==> config.mk <==
export PLATFORM = sky130hd
export DESIGN_NAME = mem_arbiter
export DESIGN_NICKNAME = d
export VERILOG_FILES = /design/src/rtl/mem_arb_pkg.sv /design/src/rtl/arb_picker.sv /design/src/rtl/mem_arbiter.sv
export SDC_FILE = /design/constraint.sdc
export NUM_CORES = 1
export LEC_CHECK = 0
export ABC_AREA = 1
export CORE_AREA = 2 2 290 292
export DETAILED_ROUTE_END_ITERATION = 16
export DIE_AREA = 0 0 292 294
export DONT_BUFFER_PORTS = 1
export PLACE_DENSITY = 0.39
export SYNTH_ARGS = -nofsm -noshare
export SYNTH_HDL_FRONTEND = slang
export SYNTH_SLANG_ARGS = --single-unit
==> constraint.sdc <==
create_clock -name clk -period 1.6 [get_ports clk]
set_input_delay 0.16 -clock clk [delete_from_list [all_inputs] [get_ports clk]]
set_output_delay 0.16 -clock clk [all_outputs]
set_load 0.005 [all_outputs]
==> src/rtl/mem_arb_pkg.sv <==
// Shared types and line-geometry constants for the memory arbiter.
package mem_arb_pkg;

   // Default line geometry: 128-bit lines, 16 bytes, 4 offset bits.
   localparam int unsigned LINE_BYTES       = 16;
   localparam int unsigned LINE_OFFSET_BITS = $clog2(LINE_BYTES);

   // Arbiter FSM states.
   typedef enum logic [1:0] {
      IDLE  = 2'd0,
      ISSUE = 2'd1,
      WAIT  = 2'd2,
      DONE  = 2'd3
   } state_t;

   // Requester identity.
   typedef enum logic {
      REQ_IC = 1'b0,
      REQ_DC = 1'b1
   } req_id_t;

   // Byte-offset bits within a line of the given bit width.
   function automatic int unsigned line_offset_bits(input int unsigned line_width);
      return $clog2(line_width / 8);
   endfunction

endpackage

==> src/rtl/arb_picker.sv <==
// Combinational winner select between I-cache and D-cache requests.
// ROUND_ROBIN_EN: conflicts go to the port not granted last; otherwise the
// D-cache always wins a conflict.
module arb_picker
   import mem_arb_pkg::*;
(
   input  logic    ic_req,
   input  logic    dc_req,
`ifdef ROUND_ROBIN_EN
   input  req_id_t last_grant,
`endif
   output logic    grant_valid_c,
   output req_id_t grant_id_c
);

   // Pick a winner whenever at least one port is requesting.
   always_comb begin
      grant_valid_c = ic_req | dc_req;
      grant_id_c    = REQ_DC;
      if (ic_req && dc_req) begin
`ifdef ROUND_ROBIN_EN
         grant_id_c = (last_grant == REQ_DC) ? REQ_IC : REQ_DC;
`else
         grant_id_c = REQ_DC;
`endif
      end else if (ic_req) begin
         grant_id_c = REQ_IC;
      end
   end

endmodule

==> src/rtl/mem_arbiter.sv <==
// Line-level arbiter sharing one data memory between I-cache refill and
// D-cache refill/writeback. One memory pulse per grant, one ready pulse back.
// Build option: ROUND_ROBIN_EN selects round-robin conflict resolution;
// without it the D-cache has fixed priority.
module mem_arbiter
   import mem_arb_pkg::*;
#(
   parameter int unsigned ADDR_WIDTH = 32,
   parameter int unsigned LINE_WIDTH = 8 * LINE_BYTES
) (
   input  logic                  clk,
   input  logic                  rst,
   input  logic                  ic_req,
   input  logic [ADDR_WIDTH-1:0] ic_addr,
   output logic [LINE_WIDTH-1:0] ic_rdata,
   output logic                  ic_ready,
   input  logic                  dc_req,
   input  logic                  dc_we,
   input  logic [ADDR_WIDTH-1:0] dc_addr,
   input  logic [LINE_WIDTH-1:0] dc_wdata,
   output logic [LINE_WIDTH-1:0] dc_rdata,
   output logic                  dc_ready,
   output logic                  mem_req,
   output logic                  mem_we,
   output logic [ADDR_WIDTH-1:0] mem_addr,
   output logic [LINE_WIDTH-1:0] mem_wdata,
   input  logic [LINE_WIDTH-1:0] mem_rdata,
   input  logic                  mem_ready
);

   localparam int unsigned OFF_BITS = (LINE_WIDTH == 8 * LINE_BYTES) ?
                                      LINE_OFFSET_BITS : line_offset_bits(LINE_WIDTH);

   state_t  state;
   req_id_t owner;
   logic    grant_valid_c;
   req_id_t grant_id_c;
   logic [ADDR_WIDTH-1:0] ic_line_c;
   logic [ADDR_WIDTH-1:0] dc_line_c;

   // Line-aligned request addresses; byte offset bits forced to zero.
   assign ic_line_c = {ic_addr[ADDR_WIDTH-1:OFF_BITS], {OFF_BITS{1'b0}}};
   assign dc_line_c = {dc_addr[ADDR_WIDTH-1:OFF_BITS], {OFF_BITS{1'b0}}};

`ifdef ROUND_ROBIN_EN
   req_id_t last_grant;

   arb_picker u_picker (
      .ic_req        (ic_req),
      .dc_req        (dc_req),
      .last_grant    (last_grant),
      .grant_valid_c (grant_valid_c),
      .grant_id_c    (grant_id_c)
   );
`else
   arb_picker u_picker (
      .ic_req        (ic_req),
      .dc_req        (dc_req),
      .grant_valid_c (grant_valid_c),
      .grant_id_c    (grant_id_c)
   );
`endif

   // Transaction FSM: grant, single-cycle issue, wait for memory, ready pulse.
   always_ff @(posedge clk) begin
      if (rst) begin
         state     <= IDLE;
         owner     <= REQ_DC;
         mem_req   <= 1'b0;
         mem_we    <= 1'b0;
         mem_addr  <= '0;
         mem_wdata <= '0;
         ic_ready  <= 1'b0;
         dc_ready  <= 1'b0;
         ic_rdata  <= '0;
         dc_rdata  <= '0;
`ifdef ROUND_ROBIN_EN
         last_grant <= REQ_DC;
`endif
      end else begin
         mem_req  <= 1'b0;
         ic_ready <= 1'b0;
         dc_ready <= 1'b0;
         unique case (state)
            IDLE: begin
               if (grant_valid_c) begin
                  owner   <= grant_id_c;
                  mem_req <= 1'b1;
`ifdef ROUND_ROBIN_EN
                  last_grant <= grant_id_c;
`endif
                  if (grant_id_c == REQ_DC) begin
                     mem_we    <= dc_we;
                     mem_addr  <= dc_line_c;
                     mem_wdata <= dc_wdata;
                  end else begin
                     // I-cache is read-only.
                     mem_we    <= 1'b0;
                     mem_addr  <= ic_line_c;
                     mem_wdata <= '0;
                  end
                  state <= ISSUE;
               end
            end
            ISSUE: begin
               state <= WAIT;
            end
            WAIT: begin
               if (mem_ready) begin
                  if (owner == REQ_DC) begin
                     dc_rdata <= mem_rdata;
                     dc_ready <= 1'b1;
                  end else begin
                     ic_rdata <= mem_rdata;
                     ic_ready <= 1'b1;
                  end
                  state <= DONE;
               end
            end
            DONE: begin
               state <= IDLE;
            end
            default: begin
               state <= IDLE;
            end
         endcase
      end
   end

endmodule

After elaboration in Yosys (flattened, before gate mapping)
Index checks and enable logic that the tools add are counted.
{ "totals": {"word_cells": 39, "output_inout_bits": 420, "input_bits": 326, "reg_bits": 423} }
{ "op_classes": {"eq_ne": 5, "muxes": 11, "n_bitwise": 5, "reduce_logical": 8} }
{ "ops": {"columns": ["op", "n"], "rows": [
  ["128-bit 2-to-1 mux", 1],
  ["32-bit 2-to-1 mux", 1],
  ["2-bit case mux with 4 select lines", 1],
  ["1-bit 2-to-1 mux", 6],
  ["3-bit AND reduction", 2],
  ["2-bit equality test, second input constant", 2],
  ["2-bit 2-to-1 mux", 2],
  ["2-bit inequality test, second input constant", 2],
  ["1-bit inverter", 4],
  ["2-bit AND reduction", 2],
  ["3-bit OR reduction", 1],
  ["2-bit by 1-bit equality test with 1-bit output, second input constant", 1],
  ["2-bit logical NOT", 1],
  ["2-bit OR reduction", 1],
  ["1-bit logical AND", 1],
  ["1-bit bitwise OR", 1]
]} }

Depth between registers and ports, before layout
{ "depth": {"ltp_word": 3, "depth_mapped": 9, "mapped_depth_nobuf": 7} }

By module
Synthesis repeated with hierarchy kept, for this count alone.
{ "hier_totals": {"hier_cells": 2270, "hier_area_um2": 16658.5} }
{ "modules_own_cells": {"columns": ["mod", "n_inst", "cells_each", "seq_area_each_um2", "area_each_um2"], "rows": [
  ["mem_arbiter", 1, 2266, 8388.0, 16643.5],
  ["arb_picker", 1, 4, 0.0, 15.0]
]} }

Least setup slack after synthesis
No wires, ideal clock.
{ "synth_timing": {"kind": "register to register", "startpoint": "register state[0]", "endpoint": "register ic_rdata[67]", "arrival_ps": 1355, "path_stages_with_launch": 10, "required_time_ps": 1535, "setup_time_ps": 65, "path_slack_ps": 180, "path_buffers": 2, "synth_period_minus_slack_ps": 1420, "path_cell_list": "dfxtp_1 > inv_1 > ha_1 > nand2_1 > nor2_2 > inv_1 > buf_2 > clkbuf_1 > nor2_1 > nor2_1"} }
{ "synth_between": {"elab_chain_len": 2} }
{ "synth_lines": {"columns": ["element", "line", "source"], "rows": [
  ["from (decl)", "mem_arbiter.sv:34", "state_t state;"],
  ["from (signal assigned)", "mem_arbiter.sv:67", "state <= IDLE;"],
  ["from (signal assigned)", "mem_arbiter.sv:102", "state <= ISSUE;"],
  ["from (signal assigned)", "mem_arbiter.sv:106", "state <= WAIT;"],
  ["2-bit equality test", "mem_arbiter.sv:84", "unique case (state)"],
  ["3-bit AND reduction (no source line)", null, null],
  ["to (signal assigned)", "mem_arbiter.sv:114", "ic_rdata <= mem_rdata;"],
  ["to (decl)", "mem_arbiter.sv:15", "output logic [LINE_WIDTH-1:0] ic_rdata,"]
]} }
No other way between the ends.
A chain may end at the register's enable or synchronous reset.

Worst setup path after layout
{ "layout_timing": {"startpoint": "register state[0]", "endpoint": "register mem_wdata[32]"} }
{ "layout_between": {"elab_chain_len": 2} }
{ "layout_lines": {"columns": ["element", "line", "source"], "rows": [
  ["2-bit logical NOT", "mem_arbiter.sv:84", null],
  ["2-bit AND reduction (no source line)", null, null],
  ["to (signal assigned)", "mem_arbiter.sv:95", "mem_wdata <= dc_wdata;"],
  ["to (decl)", "mem_arbiter.sv:26", "output logic [LINE_WIDTH-1:0] mem_wdata,"]
]} }
No other way between the ends.

==> results.json <==
{
  "r2r_setup_slack_ns": -0.05,
  "violations": "negative hold slack, negative setup slack",
  "cts_buffers": 48,
  "vdd_drop_max_mv": 0.627,
  "yosys_warnings": 0,
  "die_area_mm2": 0.0858,
  "synth_top_area_cell": "dfxtp_1",
  "syn_area_mm2": 0.0152,
  "cts_root_buf": "clkbuf_16",
  "grt_remaining_overflow": 0,
  "fin_worst_skew_ns": 0.0164,
  "ys_seq_elements": 419,
  "fmax_mhz": 605,
  "die_w_um": 292,
  "cp-startpoint": "state[0]$_SDFFE_PP0P_",
  "worst_path_dominant_cell_family": "buffers and inverters",
  "layout.nets": 2668,
  "setup_violations": 70,
  "crit_top_cell": "buf_12",
  "seq_area_frac_synth": 0.552,
  "max_stage_delay_ns": 0.33,
  "outcome": "complete, but fails checks",
  "period_share": 1.03,
  "clock_sinks": 419,
  "grt_pass1_vias": 14255,
  "p_total_mw": 35.4,
  "worstReg2RegStart": "state[0]$_SDFFE_PP0P_",
  "wl_per_cell_um": 20.2,
  "drv_cap": 0,
  "layout_setup_ws_ns": -0.0532,
  "hold_violations": 130,
  "place.gp.congestion": 0.821,
  "switching_power_mw": 11.6,
  "io_pins": 746,
  "insertion_delay_ns": 0.60,
  "start_util": 0.183,
  "ys.flop_type": "dfxtp_1",
  "p_per_area_mw_per_mm2": 1510,
  "timing.critical_path.buf_inv": 7,
  "crit_fanout": 8,
  "die_h_um": 294,
  "dr.pass1.iters": 5,
  "nFillCells": 8739,
  "pwr-share-seq": 0.389,
  "cp-end-kind": "flip-flop",
  "rsz0062_at_grt": "true",
  "p_leak_nw": 9.64,
  "synth_area_per_cell_um2": 7.55,
  "postSynthCellCount": 2015,
  "antenna_left": 0,
  "multi_input_area_mm2": 0.00656,
  "fin_hold_ws_ns": -0.353,
  "viasPerCell": 4.32,
  "areaGrowthSynthToFinish_pct": 54.0,
  "grt_max_degree": 132,
  "cts_tree": "done",
  "critPathLaunchType": "flip-flop",
  "async_reset_ff_frac": 0,
  "slew_viol_final": 0,
  "cts_buffer_depth": 3,
  "p_int_mw": 23.7,
  "hold_start": "rst",
  "htreeDepth": 2,
  "grt_usage": 0.140,
  "whs_endpoint": "mem_wdata[36]$_SDFFE_PP0P_",
  "synth_top_area_share": 0.552,
  "final_layout_size_suffix_gt1_frac": 0.177,
  "antenna_found_initial": 5,
  "swShare": 0.329,
  "crit_path_cell_trace": "inv_2 > buf_6 > ha_4 > buf_6 > o21ai_4 > buf_12 > buf_12 > buf_12 > buf_16 > nand2_1 > a21oi_1",
  "fin_util": 0.282,
  "slowest_stage": "dfxtp_2",
  "grt_pass1_wl_um": 91700,
  "core_mm2": 0.0829,
  "holdPathStages": 1,
  "path_clk_slew_ns": 0.06,
  "worstPathRequired_ns": 2.11,
  "dp_hpwl_um": 44200,
  "placed_area_mm2": 0.0168,
  "comb_power_share": 0.284,
  "clkPwrFrac": 0.328,
  "synth_edf_count": 0,
  "seq_area_mm2": 0.00839,
  "drt_wl_total_um": 70100,
  "vias": 14944,
  "timing.rr.end": "mem_wdata[32]$_SDFFE_PP0P_",
  "rows": 106,
  "hold_class": "in2reg",
  "drc": 0,
  "synth_cell_types": 21,
  "synth.top_cells.by_area": "dfxtp_1 (55%), nor2_1 (15%), nand2_1 (8.6%)",
  "crit_type": "reg2reg",
  "reg2reg_depth": 11,
  "final_area_mm2": 0.0234,
  "arrival_ns": 2.16,
  "drtIter0Drc": 617,
  "period_needed_ns": 1.65,
  "portBuffers": 0
}
## cell type report
class / count / area share
sequential: 419 / 0.358
multi-input combinational: 1384 / 0.280
timing repair buffer: 417 / 0.220
clock buffer: 71 / 0.0588
tap: 1080 / 0.0577
inverter: 68 / 0.0124
clock inverter: 19 / 0.0119
antenna: 4 / 0.000427
## power groups by stage
stage          sequential (mW)  clock (mW)  combinational [mW]
2_1_floorplan             13.2           0                4.15
3_3_place_gp              13.9           0                5.75
3_5_place_dp              13.9           0                5.91
4_1_cts                   13.7        12.0                8.19
5_1_grt                   13.9        12.4                10.9
6_report                  13.7        11.6                10.0
## registers in the layout (all words and copies together), names as in the netlist
register and cells:
mem_wdata 128, mem_req 1, owner 1, ic_ready 1
dc_rdata 128, dc_ready 1, ic_rdata 128, mem_we 1
state 2, mem_addr 28
## per-stage QoR
step	setup TNS (ns)	hold slack [ns]	std cells	setup WS, ns
final	-1.37	-0.353	3462	-0.0532
after global routing	-10.63	-0.406	3462	-0.142
after global placement	-16.21	0.239	3036	-0.146
after floorplan	0	0.295	2018	0.180
after CTS	-1.34	-0.410	3404	-0.0623
after detailed placement	-22.51	0.241	3036	-0.178
## cell usage after synthesis, types with 3 or more instances
| library cell | count |
|---|---|
| inv_1 | 65 |
| buf_2 | 49 |
| dfxtp_1 | 419 |
| o21ai_1 | 6 |
| nand2_1 | 349 |
| a21oi_1 | 131 |
| clkbuf_2 | 3 |
| nand3_1 | 32 |
| o21ai_0 | 250 |
| clkbuf_1 | 60 |
| nor2_1 | 603 |
| buf_4 | 23 |
| buf_6 | 11 |
| ha_1 | 4 |
## layout by cell type (no fill, tap or decap), drive strengths merged
| master | count |
|---|---|
| a21oi | 131 |
| buf | 123 |
| bufinv | 5 |
| clkbuf | 96 |
| clkinv | 12 |
| conb | 4 |
| dfxtp | 419 |
| diode | 4 |
| dlygate4sd3 | 268 |
| dlymetal6s4s | 1 |
| ha | 4 |
| inv | 70 |
| nand2 | 349 |
| nand3 | 32 |
| nor2 | 607 |
| o21ai | 257 |
## cells by family (layout without fill, tap and decap cells)
family                   count (synthesis)  after routing  share of synthesized area
AO/OA/AOI/OAI                          388            388                      0.128
adder cells (fa/ha/maj)                  4              4                    0.00329
other                                    1              8                   0.000247
AND/OR/NAND/NOR                        988            988                      0.248
flip-flops                             419            419                      0.552
buffers and inverters                  215            575                     0.0685
## routing by layer
layer  wire [µm]  vias to the layer above  track usage
li1            -                     7046            -
met1       24800                     7013        0.140
met2       34200                      733        0.243
met3        7570                      150       0.0644
met4        3510                        2       0.0713
met5          11                        -            0
## worst max path at each step
stage | end | cells after the start | slack [ns]
after floorplan | ic_rdata[67]$_SDFFE_PP0P_ | 9 | 0.18
after global placement | dc_rdata[99]$_SDFFE_PP0P_ | 9 | -0.15
after detailed placement | dc_rdata[92]$_SDFFE_PP0P_ | 9 | -0.18
after CTS | mem_wdata[37]$_SDFFE_PP0P_ | 12 | -0.06
after global routing | mem_wdata[32]$_SDFFE_PP0P_ | 11 | -0.14
final | mem_wdata[32]$_SDFFE_PP0P_ | 11 | -0.05
## what timing repair did
item | in CTS | in global routing
cloned | 8 | 32
pin swaps | 6 | 70
hold buffers | 253 | 17
setup endpoints to repair | 347 | 383
buffers inserted | 17 | 7
resized for setup | 59 | 303
endpoints found under the hold margin | 419 | 131
(Power assumes the default switching activity.)
